--- src/rtl/fft_bitrev_reorder.sv ---
// Ping-pong frame buffer that turns a bit-reversed FFT output stream into natural order.
// One bank fills while the other is read out, and the banks swap on each accepted isync.
module fft_bitrev_reorder #(
    parameter int STG = 4,
    parameter int DW  = 16
) (
    input  logic                 clk,
    input  logic                 rst,
    input  logic                 en,
    input  logic signed [DW-1:0] in_re,
    input  logic signed [DW-1:0] in_im,
    input  logic                 isync,
    output logic signed [DW-1:0] out_re,
    output logic signed [DW-1:0] out_im,
    output logic                 ovld,
    output logic [STG-1:0]       oidx,
    output logic                 osync,
    output logic                 sync_err
);

    localparam int LEN = 1 << STG;
    localparam logic [STG-1:0] LAST = STG'(LEN - 1);

    function automatic logic [STG-1:0] bitrev(input logic [STG-1:0] a);
        logic [STG-1:0] r;
        for (int i = 0; i < STG; i++) begin
            r[i] = a[STG-1-i];
        end
        return r;
    endfunction

    // Bank select is the address MSB: entries [0..LEN-1] are bank 0, [LEN..2*LEN-1] bank 1.
    logic signed [DW-1:0] mem_re [0:2*LEN-1];
    logic signed [DW-1:0] mem_im [0:2*LEN-1];

    logic [STG-1:0] wcnt_p0;
    logic           wbank_p0;
    logic           rd_act_p0;
    logic [STG-1:0] rcnt_p0;

    logic           swap;
    logic           rd_go;
    logic [STG:0]   waddr;
    logic [STG:0]   raddr;

    assign swap  = en & isync;
    assign rd_go = en & rd_act_p0;
    assign waddr = {wbank_p0, bitrev(wcnt_p0)};
    assign raddr = {~wbank_p0, rcnt_p0};

    // Stage p0: write side, bank ownership and read address generation
    always_ff @(posedge clk) begin
        if (en && !rst) begin
            mem_re[waddr] <= in_re;
            mem_im[waddr] <= in_im;
        end
    end

    always_ff @(posedge clk) begin
        if (rst) begin
            wcnt_p0   <= '0;
            wbank_p0  <= 1'b0;
            rd_act_p0 <= 1'b0;
            rcnt_p0   <= '0;
            sync_err  <= 1'b0;
        end else begin
            sync_err <= swap & (wcnt_p0 != LAST);
            if (swap) begin
                // A swap always restarts the read, truncating any frame still draining.
                wcnt_p0   <= '0;
                wbank_p0  <= ~wbank_p0;
                rd_act_p0 <= 1'b1;
                rcnt_p0   <= '0;
            end else if (en) begin
                wcnt_p0 <= wcnt_p0 + STG'(1);
                if (rd_act_p0) begin
                    rcnt_p0 <= rcnt_p0 + STG'(1);
                    if (rcnt_p0 == LAST) begin
                        rd_act_p0 <= 1'b0;
                    end
                end
            end
        end
    end

    // Stage p1: registered read data and its qualifiers
    always_ff @(posedge clk) begin
        if (rst) begin
            ovld  <= 1'b0;
            osync <= 1'b0;
            oidx  <= '0;
        end else if (en) begin
            ovld  <= rd_act_p0;
            osync <= rd_act_p0 & (rcnt_p0 == LAST);
            if (rd_act_p0) begin
                oidx <= rcnt_p0;
            end
        end
    end

    always_ff @(posedge clk) begin
        if (rst) begin
            out_re <= '0;
            out_im <= '0;
        end else if (rd_go) begin
            out_re <= mem_re[raddr];
            out_im <= mem_im[raddr];
        end
    end

endmodule

--- config.mk ---
export PLATFORM = sky130hd
export DESIGN_NAME = fft_bitrev_reorder
export DESIGN_NICKNAME = d
export VERILOG_FILES = /design/src/rtl/fft_bitrev_reorder.sv
export SDC_FILE = /design/constraint.sdc
export NUM_CORES = 1
export LEC_CHECK = 0
export CAP_MARGIN = 5
export CORE_UTILIZATION = 50
export CTS_BUF_LIST = sky130_fd_sc_hd__clkbuf_4 sky130_fd_sc_hd__clkbuf_8
export DETAILED_ROUTE_END_ITERATION = 7
export DONT_BUFFER_PORTS = 1
export PLACE_DENSITY = 0.62
export SKIP_LAST_GASP = 1
export SYNTH_ARGS = -nofsm -noshare
export SYNTH_HDL_FRONTEND = slang
export SYNTH_SLANG_ARGS = --single-unit
--- constraint.sdc ---
create_clock -name clk -period 5.7 [get_ports clk]
set_input_delay 1.71 -clock clk [delete_from_list [all_inputs] [get_ports clk]]
set_output_delay 1.71 -clock clk [all_outputs]
set_load 0.02 [all_outputs]
==> results.txt <==
CP Max Fanout - 32
DR vias - 19270
TritonCTS Buffers - 166
initial core utilization - 50.40%
Synth Warn # - 0
power density cells - 339.5 nW/µm²
max cap viols - 0
HP Class - reg2reg
Syn Area/Cell - 21.65 µm²
fin. max-slew vios - 0
Hold Vio Cnt, Final - 0
initial antenna violation count - 4
FF-to-FF End - out_im[7]
critical path's slowest cell - nor2_4
largest net degree at the start of global routing - 113
share of layout cells above drive strength 1 - 25.19%
hold buffers post-CTS - 0
setup_tns - 0 ps
Synthesized Nets - 1910
Placed Area - 41710 µm²
RSZ-0062 raised after global routing - no
Startpoint Class - input port
worst hold path depth - 2
Crit. End Element - register
final setup fails - 0
first-pass GRT wire length - 136.9 mm
Hold Crit Endpoint - rd_act_p0
chip width - 286.7 µm
Synth Cell Area - 40530 µm²
Comb power frac - 2.4%
clock sinks - 1073
CP top delay family - simple AND/OR/NAND/NOR gates
post-CTS sizing - 0
cells after synthesis - 1872
core area - 80420 µm²
number of global-route vias before repair - 19300
clock power share - 40.4%
WL final - 95.20 mm
per-cell routed wire length - 30.38 µm
CTS max path bufs - 3
switching part of the total - 20.51%
Max Freq - 273.7 MHz
CTS tree - built
Die Area - 82200 µm²
placed insts - 2840
Synth Register Bits - 1073
Worst Path Buf+Inv - 0
Root Driver - clkbuf_8
Leakage - 13.43 nW
hold wc startpoint - rd_act_p0
Via density - 6.152
CP arrival - 4060 ps
Die Y - 286.7 µm
RD Place Congestion - 0.8038
Residual DRC - 0
worst relative slew slack - 19.54%
# port buffers - 0
Initial DRC Count - 1886
Post-synth EDFFs - 1024
outcome - finished, final reports clean
clk_lat worst skew - 800 ps
Worst Setup Path Type - in2reg
Post-DP HPWL - 56.97 mm
Top FF cell, synth - edfxtp_1
CP max stage delay - 1190 ps
Fillers - 6012
period utilisation layout - 64.10%
sequential share of power - 57.2%
worst reg2reg path depth - 4
asr flop ratio synth - 0%
Worst-path clk slew - 60 ps
# rows - 104
post-route clock skew - 29.24 ps
synth unique cells - 34
internal power - 12.11 mW
share of the yosys chip area belonging to registers - 78.29%
Req. time, crit path - 6100 ps
fin nets - 1986
H-tree levels - 4
GRT Util Overall - 23.66%
GR Overflow Total - 0
overall power - 15.24 mW
Post CTS Setup Buffer Count - 0
Crit Reg-Reg Startpoint - rcnt_p0[2]
final std cells w/o fill - 3133
Ports - 75
r2r setup slk - 2580 ps
worst-path cell chain - nor2b_1 > nand3_1 > nor2_4
min cycle time layout - 3654 ps
maximum vdd ir drop - 0.0002165 V
ANT nets after route - 0
Worst Tran Pin Value - 1204 ps
Psw - 3.125 mW
drt pass-1 iters - 5
final instance area - 44890 µm²
area grow syn2layout - 10.76%
[cells by family after synthesis]
family                     Yosys count  share of synthesized area [%]
muxes                              321                          13.89
AOI/OAI and AO/OA                  231                          4.652
xor gates and xnor gates             7                         0.1513
DFF                               1073                          78.29
adders and majority gates            2                        0.06173
and+or+nand+nor                    123                          1.306
buffers and inverters              115                          1.649
[cell usage after synthesis (5+ instances only)]
cell type     n  area share, %
edfxtp_1   1024             76
mux4_2      193             11
mux2i_1     127            3.1
clkbuf_1     64           0.59
a22o_1       63            1.4
nand2_1      52           0.48
dfxtp_1      49            2.4
nor2_1       46           0.43
a211oi_1     32           0.59
o221ai_1     32           0.69
o22ai_1      31           0.48
o31ai_1      31           0.57
a2111oi_0    25           0.54
buf_6        25           0.69
buf_4        11           0.20
buf_1         9          0.083
a21oi_1       8          0.099
a2111oi_2     7           0.26
buf_2         6          0.074
nand2b_1      5          0.077
xor2_1        5           0.11
[cell usage in the layout (no fill, tap or decap), types with 2 or more instances in the layout]
| cell type | instances |
|---|---|
| a2111oi_0 | 25 |
| a2111oi_2 | 7 |
| a211oi_1 | 32 |
| a21oi_1 | 8 |
| a22o_1 | 63 |
| buf_12 | 4 |
| buf_4 | 19 |
| bufinv_16 | 3 |
| clkbuf_4 | 53 |
| clkbuf_8 | 174 |
| clkinv_1 | 38 |
| clkinv_2 | 14 |
| clkinvlp_4 | 6 |
| dfxtp_1 | 45 |
| dfxtp_4 | 4 |
| edfxtp_1 | 1024 |
| ha_1 | 2 |
| inv_6 | 4 |
| mux2i_1 | 127 |
| mux4_2 | 193 |
| nand2_1 | 52 |
| nand2b_1 | 4 |
| nand3_1 | 2 |
| nand3b_1 | 4 |
| nand4_1 | 4 |
| nor2_1 | 12 |
| nor2_4 | 34 |
| nor2b_1 | 2 |
| nor2b_4 | 2 |
| o221ai_1 | 32 |
| o22ai_1 | 31 |
| o31ai_1 | 31 |
| or3_1 | 2 |
| xnor2_1 | 2 |
| xor2_1 | 5 |
[sequential cells by signal, summed over array words and instances (netlist names)]
name	flops
rcnt_p0	4
mem_im	512
mem_re	512
out_im	16
ovld	1
rd_act_p0	1
out_re	16
wcnt_p0	4
wbank_p0	1
sync_err	1
osync	1
oidx	4
[per-stage QoR]
step | hold WS, ps | utilization, % | worst slack (ps)
2_1_floorplan | 444.8 | - | 1479
3_3_place_gp | 454.5 | 51.87 | 1306
3_5_place_dp | 464.0 | 51.87 | 1258
4_1_cts | 472.4 | 55.82 | 2127
5_1_grt | 492.7 | 55.82 | 2043
6_report | 470.0 | 55.82 | 2046
[worst register-to-register path, stage by stage (launching register included)]
cell and delay [ps]:
dfxtp_4 870, nand3_4 800, o221ai_1 880, a211oi_1 180
o31ai_1 290
[metal layers]
| metal | routed length, µm | track usage [%] |
|---|---|---|
| met1 | 40580 | 33.98 |
| met2 | 44270 | 35.34 |
| met3 | 8401 | 7.083 |
| met4 | 1928 | 6.684 |
| met5 | 13 | 0 |
[power groups by stage]
stage                     registers (mW)  logic, mW  clock network (mW)
after floorplan                     8.86      0.265                   0
after CTS                           8.72      0.364                6.27
final                               8.72      0.364                6.16
after detailed placement            8.88      0.363                   0
after global placement              8.88      0.360                   0
after global routing                8.72      0.385                6.60
[area by class of cell]
class | count | area [µm²] | share of cell area (%)
clock buffer | 227 | 2793 | 6.221
timing repair buffer | 23 | 222.7 | 0.4962
clock inverter | 65 | 382.9 | 0.8529
sequential | 1073 | 31750 | 70.72
antenna | 1 | 2.502 | 0.005575
tap | 1060 | 1326 | 2.955
multi-input combinational | 684 | 8416 | 18.75
[worst max path at each step]
stage / slack [ps] / cells after the start / start / to
final: 2050 / 3 / en / mem_re[23][12]
after global routing: 2040 / 3 / en / mem_re[23][1]
after CTS: 2130 / 3 / en / mem_re[23][1]
after detailed placement: 1260 / 3 / en / mem_re[23][5]
after global placement: 1310 / 3 / en / mem_re[23][11]
after floorplan: 1480 / 4 / en / mem_im[23][0]
Power figures use the tool's default switching activity.
